<file path="src/rtl/hub75_pkg.sv">
// hub75_pkg: shared constants and types for the HUB75 panel receiver and its
// driver. Holds the default row width, the ON_TIME counter width, the
// synchronized input vector layout and the row holding-buffer state enum.
package hub75_pkg;

  localparam int unsigned HUB75_WIDTH = 32;
  localparam int unsigned ON_TIME_W   = 16;

  // Layout of the synchronized panel input vector.
  localparam int unsigned N_SYNC    = 13;
  localparam int unsigned IDX_ADDR  = 6;   // [9:6] = RD..RA
  localparam int unsigned IDX_PCLK  = 10;
  localparam int unsigned IDX_LATCH = 11;
  localparam int unsigned IDX_OE_N  = 12;

  typedef enum logic {
    BUF_EMPTY = 1'b0,
    BUF_FULL  = 1'b1
  } buf_state_e;

endpackage

</file>
<file path="src/rtl/hub75_sync.sv">
// hub75_sync: N-bit multi-flop synchronizer, every bit with identical delay.
//   clk_i  : destination clock
//   rst_ni : asynchronous active-low reset, clears all stages
//   d_i    : asynchronous inputs
//   q_o    : synchronized outputs, STAGES clock cycles later
module hub75_sync #(
  parameter int unsigned N      = 13,
  parameter int unsigned STAGES = 2
) (
  input  logic         clk_i,
  input  logic         rst_ni,
  input  logic [N-1:0] d_i,
  output logic [N-1:0] q_o
);

  logic [N-1:0] stage_q [STAGES];
  logic [N-1:0] stage_d [STAGES];

  always_comb begin
    stage_d[0] = d_i;
    for (int unsigned i = 1; i < STAGES; i++) begin
      stage_d[i] = stage_q[i-1];
    end
  end

  always_ff @(posedge clk_i or negedge rst_ni) begin
    if (!rst_ni) begin
      stage_q <= '{default: '0};
    end else begin
      stage_q <= stage_d;
    end
  end

  assign q_o = stage_q[STAGES-1];

endmodule

</file>
<file path="src/rtl/hub75_receiver.sv">
// hub75_receiver: captures HUB75 panel rows (two banks x RGB serial data)
// into a single-entry holding buffer with a valid/ready handshake.
//   CLK_I, RST_NI          : system clock (>= 8x PCLK_I), async active-low reset
//   R0_I..B1_I             : serial colour data, top (0) and bottom (1) bank
//   RA_I..RD_I             : row address, RA_I is the LSB
//   PCLK_I, LATCH_I, OE_NI : panel shift clock, row latch, output enable (low)
//   ROW_VALID_O/READY_I    : row handshake
//   ROW_ADDR_O, *_O data   : captured row, bit k = k-th bit received
//   BITCNT_ERR_O           : captured row did not hold exactly WIDTH bits
//   ON_TIME_O              : OE_NI-low cycles between previous latch and this one
//   OVF_O / OVF_CLR_I      : sticky dropped-row flag and its synchronous clear
module hub75_receiver
  import hub75_pkg::*;
#(
  parameter int unsigned WIDTH       = HUB75_WIDTH,
  parameter int unsigned SYNC_STAGES = 2
) (
  input  logic                 CLK_I,
  input  logic                 RST_NI,
  input  logic                 R0_I,
  input  logic                 G0_I,
  input  logic                 B0_I,
  input  logic                 R1_I,
  input  logic                 G1_I,
  input  logic                 B1_I,
  input  logic                 RA_I,
  input  logic                 RB_I,
  input  logic                 RC_I,
  input  logic                 RD_I,
  input  logic                 PCLK_I,
  input  logic                 LATCH_I,
  input  logic                 OE_NI,
  output logic                 ROW_VALID_O,
  input  logic                 ROW_READY_I,
  output logic [3:0]           ROW_ADDR_O,
  output logic [WIDTH-1:0]     RED0_O,
  output logic [WIDTH-1:0]     GREEN0_O,
  output logic [WIDTH-1:0]     BLUE0_O,
  output logic [WIDTH-1:0]     RED1_O,
  output logic [WIDTH-1:0]     GREEN1_O,
  output logic [WIDTH-1:0]     BLUE1_O,
  output logic                 BITCNT_ERR_O,
  output logic [ON_TIME_W-1:0] ON_TIME_O,
  output logic                 OVF_O,
  input  logic                 OVF_CLR_I
);

  localparam int unsigned      CNT_W   = $clog2(WIDTH + 2);
  localparam logic [CNT_W-1:0] CNT_MAX = CNT_W'(WIDTH + 1);
  localparam logic [CNT_W-1:0] CNT_ROW = CNT_W'(WIDTH);

  logic [N_SYNC-1:0] in_raw, in_sync;

  assign in_raw = {OE_NI, LATCH_I, PCLK_I, RD_I, RC_I, RB_I, RA_I,
                   B1_I, G1_I, R1_I, B0_I, G0_I, R0_I};

  hub75_sync #(.N(N_SYNC), .STAGES(SYNC_STAGES)) u_sync (
    .clk_i (CLK_I),
    .rst_ni(RST_NI),
    .d_i   (in_raw),
    .q_o   (in_sync)
  );

  // Edge-detect stage: edge pulses and the data/address/OE sampled with them.
  logic [1:0]           edge_prev_q, edge_prev_d;
  logic                 pclk_ev_q, pclk_ev_d;
  logic                 latch_ev_q, latch_ev_d;
  logic [5:0]           bits_ev_q, bits_ev_d;
  logic [3:0]           addr_ev_q, addr_ev_d;
  logic                 oe_n_ev_q, oe_n_ev_d;
  // Capture runs one cycle after the latch edge so a coincident shift lands first.
  logic                 cap_q, cap_d;

  logic [WIDTH-1:0]     shreg_q [6];
  logic [WIDTH-1:0]     shreg_d [6];
  logic [CNT_W-1:0]     bit_cnt_q, bit_cnt_d;
  logic [ON_TIME_W-1:0] on_cnt_q, on_cnt_d;

  buf_state_e           state_q, state_d;
  logic [WIDTH-1:0]     hold_q [6];
  logic [WIDTH-1:0]     hold_d [6];
  logic [3:0]           hold_addr_q, hold_addr_d;
  logic                 hold_err_q, hold_err_d;
  logic [ON_TIME_W-1:0] hold_on_q, hold_on_d;
  logic                 ovf_q, ovf_d;
  logic                 xfer, drop;

  always_comb begin
    edge_prev_d = {in_sync[IDX_LATCH], in_sync[IDX_PCLK]};
    pclk_ev_d   = in_sync[IDX_PCLK]  & ~edge_prev_q[0];
    latch_ev_d  = in_sync[IDX_LATCH] & ~edge_prev_q[1];
    bits_ev_d   = in_sync[5:0];
    addr_ev_d   = in_sync[IDX_ADDR +: 4];
    oe_n_ev_d   = in_sync[IDX_OE_N];
    cap_d       = latch_ev_q;

    shreg_d     = shreg_q;
    bit_cnt_d   = bit_cnt_q;
    on_cnt_d    = on_cnt_q;
    state_d     = state_q;
    hold_d      = hold_q;
    hold_addr_d = hold_addr_q;
    hold_err_d  = hold_err_q;
    hold_on_d   = hold_on_q;
    drop        = 1'b0;

    if (pclk_ev_q) begin
      for (int unsigned c = 0; c < 6; c++) begin
        shreg_d[c] = {bits_ev_q[c], shreg_q[c][WIDTH-1:1]};
      end
      if (bit_cnt_q != CNT_MAX) bit_cnt_d = bit_cnt_q + 1'b1;
    end

    if (!oe_n_ev_q && (on_cnt_q != '1)) on_cnt_d = on_cnt_q + 1'b1;

    xfer = (state_q == BUF_FULL) && ROW_READY_I;
    if (xfer) state_d = BUF_EMPTY;

    if (cap_q) begin
      if ((state_q == BUF_EMPTY) || xfer) begin
        state_d     = BUF_FULL;
        hold_d      = shreg_q;
        hold_addr_d = addr_ev_q;
        hold_err_d  = (bit_cnt_q != CNT_ROW);
        hold_on_d   = on_cnt_q;
      end else begin
        drop = 1'b1;
      end
      bit_cnt_d = pclk_ev_q ? CNT_W'(1) : '0;
      on_cnt_d  = '0;
    end

    ovf_d = (ovf_q & ~OVF_CLR_I) | drop;
  end

  always_ff @(posedge CLK_I or negedge RST_NI) begin
    if (!RST_NI) begin
      edge_prev_q <= '0;
      pclk_ev_q   <= 1'b0;
      latch_ev_q  <= 1'b0;
      bits_ev_q   <= '0;
      addr_ev_q   <= '0;
      oe_n_ev_q   <= 1'b0;
      cap_q       <= 1'b0;
      shreg_q     <= '{default: '0};
      bit_cnt_q   <= '0;
      on_cnt_q    <= '0;
      state_q     <= BUF_EMPTY;
      hold_q      <= '{default: '0};
      hold_addr_q <= '0;
      hold_err_q  <= 1'b0;
      hold_on_q   <= '0;
      ovf_q       <= 1'b0;
    end else begin
      edge_prev_q <= edge_prev_d;
      pclk_ev_q   <= pclk_ev_d;
      latch_ev_q  <= latch_ev_d;
      bits_ev_q   <= bits_ev_d;
      addr_ev_q   <= addr_ev_d;
      oe_n_ev_q   <= oe_n_ev_d;
      cap_q       <= cap_d;
      shreg_q     <= shreg_d;
      bit_cnt_q   <= bit_cnt_d;
      on_cnt_q    <= on_cnt_d;
      state_q     <= state_d;
      hold_q      <= hold_d;
      hold_addr_q <= hold_addr_d;
      hold_err_q  <= hold_err_d;
      hold_on_q   <= hold_on_d;
      ovf_q       <= ovf_d;
    end
  end

  assign ROW_VALID_O  = (state_q == BUF_FULL);
  assign ROW_ADDR_O   = hold_addr_q;
  assign RED0_O       = hold_q[0];
  assign GREEN0_O     = hold_q[1];
  assign BLUE0_O      = hold_q[2];
  assign RED1_O       = hold_q[3];
  assign GREEN1_O     = hold_q[4];
  assign BLUE1_O      = hold_q[5];
  assign BITCNT_ERR_O = hold_err_q;
  assign ON_TIME_O    = hold_on_q;
  assign OVF_O        = ovf_q;

endmodule

</file>
<file path="config.mk">
export PLATFORM = sky130hd
export DESIGN_NAME = hub75_receiver
export DESIGN_NICKNAME = d
export VERILOG_FILES = /design/src/rtl/hub75_pkg.sv /design/src/rtl/hub75_sync.sv /design/src/rtl/hub75_receiver.sv
export SDC_FILE = /design/constraint.sdc
export NUM_CORES = 1
export LEC_CHECK = 0
export ABC_AREA = 1
export CAP_MARGIN = 30
export CORE_AREA = 2 2 246 248
export DETAILED_ROUTE_END_ITERATION = 12
export DIE_AREA = 0 0 248 250
export SLEW_MARGIN = 20
export SYNTH_ARGS = -nofsm -noshare
export SYNTH_HDL_FRONTEND = slang
export SYNTH_SLANG_ARGS = --single-unit
</file>
<file path="constraint.sdc">
create_clock -name CLK_I -period 1.3 [get_ports CLK_I]
set_clock_uncertainty 0.05 [all_clocks]
set_input_delay 0.26 -clock CLK_I [delete_from_list [all_inputs] [get_ports CLK_I]]
set_output_delay 0.26 -clock CLK_I [all_outputs]
set_load 0.01 [all_outputs]
</file>
* Yosys cells after proc, flatten, opt, wreduce, memory -nomap -nowiden *
Cells that the tools add are included.

cells by class
  $add $sub $neg = 2
  equal/unequal tests = 3
  multiplexer cells = 11
  bitwise operators = 8
  reduce and logical (&&, ||, !) cells = 9

operators with widths
  cell                                           count
  2-to-1 mux 16 bit                              2
  2-to-1 mux 6 bit                               3
  adder 16 x 1 -> 16 bit, second input constant  1
  != test 16 bit, second input constant          1
  != test 6 bit, second input constant           2
  adder 6 x 1 -> 6 bit, second input constant    1
  2-to-1 mux 1 bit                               6
  nonzero test 2 bit                             3
  NOT 1 bit                                      4
  AND reduction 2 bit                            2
  bitwise AND 1 bit                              3
  logical AND 1 bit                              2
  zero test 1 bit                                1
  logical OR 1 bit                               1
  OR 1 bit                                       1

storage, ports and cells
  register bits after elaboration = 471
  input port bits = 17
  output and inout port bits = 215
  word-level logic and storage cells = 61

* Logic depth before layout (Yosys ltp) *
  depth in word-level cells = 5
  depth in mapped cells = 9
  depth with buffers taken out = 9

* Hierarchy *
From an unflattened synthesis, not the netlist that was laid out.

unflattened totals
  cell total of the unflattened synthesis = 1764
  area total of the unflattened synthesis = 17476.8 µm²

modules (own cells, without submodules)
  module          instances  cells an instance  area an instance (µm²)  sequential area each (µm²)
  hub75_receiver  1          1738               16826.1                 11135.7
  hub75_sync      1          26                 650.6                   650.6

* Worst setup path before layout *
No wires, ideal clock.

  kind = reg-to-reg
  start = reg on_cnt_q[0]
  end = reg on_cnt_q[3]
  setup time = 0.117 ns
  arrival time = 1.223 ns
  required time = 1.133 ns
  slack = -0.090 ns
  cell stages (with the launch flop) = 10
  buffers on the path = 0
  period minus slack after synthesis = 1.390 ns
  path through = dfrtp_1 ha_1 nand2_1 nor2_2 nand2_2 nor2_4 nor2_4 nor2_4 nand2_1 nand2_1

between the ends
  cells in the longest elaborated chain, start to end = 3
  elaborated cells on any way between the ends = 6
  classes of those cells = 1 x add/sub; 1 x eq/ne; 2 x mux; 2 x reduce/logical

ends and longest elaborated chain
  item                                                             RTL line               source
  from (decl)                                                      hub75_receiver.sv:77   logic [ON_TIME_W-1:0] on_cnt_q, on_cnt_d;
  from (signal assigned)                                           hub75_receiver.sv:164  on_cnt_q <= on_cnt_d;
  adder 16 x 1 -> 16 bit / != test 16 bit (equally long branches)  hub75_receiver.sv:114  if (!oe_n_ev_q && (on_cnt_q != '1)) on_cnt_d = on_cnt_q + 1'b1;
  2-to-1 mux 16 bit / logical AND 1 bit (equally long branches)    hub75_receiver.sv:114
  2-to-1 mux 16 bit / nonzero test 2 bit (equally long branches)   n/a

Parallel ways exist; a longest one is shown, timed or not. The select of a mux whose other input is x is not followed.
A chain may end at the register's enable or synchronous reset.

* Worst setup path in the final report *
  start = reg state_q (netlist: ROW_VALID_O)
  end = out ROW_VALID_O

RTL lines
  item                    RTL line               source
  from (decl)             hub75_receiver.sv:79   buf_state_e state_q, state_d;
  from (signal assigned)  hub75_receiver.sv:165  state_q <= state_d;
  to (decl)               hub75_receiver.sv:33   output logic ROW_VALID_O,

No word-level cell between the ends.

==> flow_summary.yaml <==
setup_path:
  cp.required_ps: 990
  r2r_cells: 6
  reg2reg_to: "ON_TIME_O[10]"
  r2r_setup_slack_ps: -220
  crit_path_end_kind: "output pin"
  r2r_start: "ROW_VALID_O"
  startpoint_type: "flip-flop"
  critPathArrivalTime_ps: 1210
  cp_max_fo: 2
  worstSetupPathType: "reg2out"
timing:
  fin_crit_sh_pct: 117
  layout_setup_ws_ps: -222
  rsz0062_at_grt: "true"
  max_freq_ghz: 0.657
  slew_headroom_pct: 75.4
  finalSetupViolCount: 446
  hold_viol_final: 0
  worst_pin_slew_ps: 369
  layout_min_cycle_time_ps: 1520
  final_max_slew_viol_count: 0
synthesis:
  synth_area_um2: 17600
  synth_cell_type_count: 25
  synth_area_leaders: "dfrtp_1 (67%), nand2_1 (10%), o21ai_0 (8.4%)"
  yosysSeqAreaShare_pct: 66.9
  synth_warnings: 0
  netlist_instances: 1768
  ys_seq_elements: 471
  syn_avg_cell_area_um2: 9.97
  synth_top_area_share_pct: 66.9
  synth_area_leader_cell: "dfrtp_1"
  syn-num-nets: 1789
grt:
  grt_max_degree: 88
  grt_pass1_wl_mm: 69.9
  grt.overflow.total: 0
  grt_pass1_vias: 13400
  top_usage_layer: "met2"
  antenna_found_initial: 2
  track_usage_pct: 14.0
  gr-usage-met2_pct: 22.4
  use_met1_pct: 18.7
  gr-usage-met3_pct: 3.60
cells_and_area:
  drive_above_1_share_pct: 38.3
  regArea_um2: 11800
  nNetsFinal: 2298
  syn_to_final_growth_pct: 49.4
  design_area_um2: 26300
  fillers: 5472
  multi_input_area_um2: 5590
  n_antenna_cell: 0
floorplan:
  coreArea_um2: 59600
  pin_count: 232
  die_x_um: 248
  die_h_um: 250
  num_rows: 90
  start_util_pct: 29.6
  die_area_um2: 62000
placed_design:
  io_buffers: 231
  post_dp_cell_area_um2: 21500
  place_congestion: 0.789
  place_hpwl_mm: 27.5
clock_network:
  htree_num_levels: 2
  numClockSinks: 471
  clockBufferDepth: 3
  numCtsBuffers: 51
  clkTransAtPathRegs_ps: 60
  worstSkewPairLatency_ps: 580
  cts_tree: "done"
  cts_root_buffer: "clkbuf_16"
worst_hold_path:
  worstHoldPathType: "in2reg"
  hp-start: "LATCH_I"
  holdPathStages: 1
  holdPathEnd: "u_sync.stage_d[11]"
routing:
  wl_per_cell_um: 15.6
  route.detailed.drc: 0
  drt-vias-per-instance: 4.44
  drt_iter0_drc: 759
  vias: 13800
  totalWireLength_mm: 48.5
  drtAntennaViolNets: 0
  first_pass_iters: 5
run:
  max_cap_violations: 0
power:
  p_per_area_nw_per_um2: 1460
  p_leak_nw: 12.7
  power_w: 0.0384
  ir_drop_mv: 0.956
run_status:
  violations: "setup timing"
  outcome: "complete, but fails checks"
cell usage in the layout, fill, tap and decap left out, types with 30 or more instances in the layout:
cell type and n:
o21ai_2 76, buf_6 56, dfrtp_1 464, buf_12 30, clkbuf_16 79, nand2_4 64
nand2_1 350, inv_1 218, o21ai_1 119, nand2_2 69, buf_4 220, buf_2 169
o21ai_0 211
metrics by stage:
| stage | instances | setup slack [ps] | TNS, ps | util (%) | hold slack (ps) |
|---|---|---|---|---|---|
| 2_1_floorplan | 1768 | -76.1 | -1050 | - | -85.6 |
| 3_3_place_gp | 2800 | -448 | -80040 | 36.0 | 53.1 |
| 3_5_place_dp | 2800 | -436 | -78470 | 36.0 | 52.5 |
| 4_1_cts | 2996 | -258 | -66370 | 39.9 | 9.82 |
| 5_1_grt | 3101 | -287 | -85770 | 44.2 | 20.7 |
| 6_report | 3101 | -222 | -59740 | 44.2 | 61.6 |
worst max-delay path by stage:
stage | to | slack (ps) | start
global route | ROW_VALID_O | -290 | ROW_VALID_O
CTS | ROW_VALID_O | -260 | ROW_VALID_O
global placement | GREEN0_O[2] | -450 | ROW_READY_I
floorplan | on_cnt_q[0] | -80 | on_cnt_q[0]
finish | ROW_VALID_O | -220 | ROW_VALID_O
detailed placement | GREEN1_O[30] | -440 | ROW_READY_I
Yosys cell counts:
cell type  number
a41oi_1         1
buf_2          25
buf_6          29
clkbuf_1       40
dfrtp_1       471
ha_1            4
inv_1         221
inv_2           3
nand2_1       481
nand2_2         4
nand3_1        35
nand3_2         1
nand3b_1        2
nand4_1         4
nor2_1         19
nor2_2          2
nor2_4          5
nor3_1          1
o211ai_1        1
o21ai_0       295
o21ai_1       113
o22ai_1         1
o31ai_1         2
xnor2_1         1
xor2_1          7
kinds of logic after synthesis:
family                     count (synthesis)  synth area share (%)
xor gates and xnor gates                   8                 0.397
buffers and inverters                    318                  8.18
adders and majority gates                  4                 0.284
and+or+nand+nor                          554                  12.5
AOI/OAI and AO/OA                        413                  11.8
DFF                                      471                  66.9
report_power, final:
group / total, W / switching [W] / internal (W)
registers: 0.0168 / 0.000890 / 0.0160
logic: 0.00543 / 0.00282 / 0.00261
clock network: 0.0162 / 0.00622 / 0.00994
total: 0.0384 / 0.00993 / 0.0285
state kept, by name, indices dropped and copies added (netlist names), 2 cells and up:
name / count
BLUE0_O: 32
GREEN1_O: 32
BLUE1_O: 32
bit_cnt_q: 6
RED1_O: 32
shreg_q: 192
RED0_O: 32
ON_TIME_O: 16
on_cnt_q: 16
u_sync.q_o: 13
u_sync.stage_d: 13
addr_ev_q: 4
bits_ev_q: 6
ROW_ADDR_O: 4
edge_prev_q: 2
GREEN0_O: 32
critical path: stages, from the launching register on:
cell     delay [ps]
dfrtp_1         400
buf_6           120
buf_6           110
final cells by class:
| cell class | instances | share of cell area, % |
|---|---|---|
| multi-input combinational | 981 | 21.2 |
| clock buffer | 62 | 5.35 |
| tap | 782 | 3.72 |
| sequential | 471 | 44.8 |
| timing repair buffer | 548 | 19.8 |
| inverter | 224 | 3.25 |
| clock inverter | 33 | 1.86 |
layer usage:
layer  routed length [um]  part of all wire [%]  up-vias
met5                   22                 0.045        -
met4                  965                   2.0        4
met3                 2670                   5.5       73
met2                23500                    48      305
met1                21400                    44     6780
li1                     -                     -     6615
repair_timing:
| item | CTS | global route |
|---|---|---|
| buffers inserted | 88 | 71 |
| pin swaps | 20 | 15 |
| hold buffers | 2 | 0 |
| setup endpoints to repair | 331 | 494 |
| hold endpoints to repair | 453 | 0 |
| gates resized for setup | 969 | 431 |
| gates cloned | 13 | 35 |
Note: power is estimated with default switching activity, not from simulation.
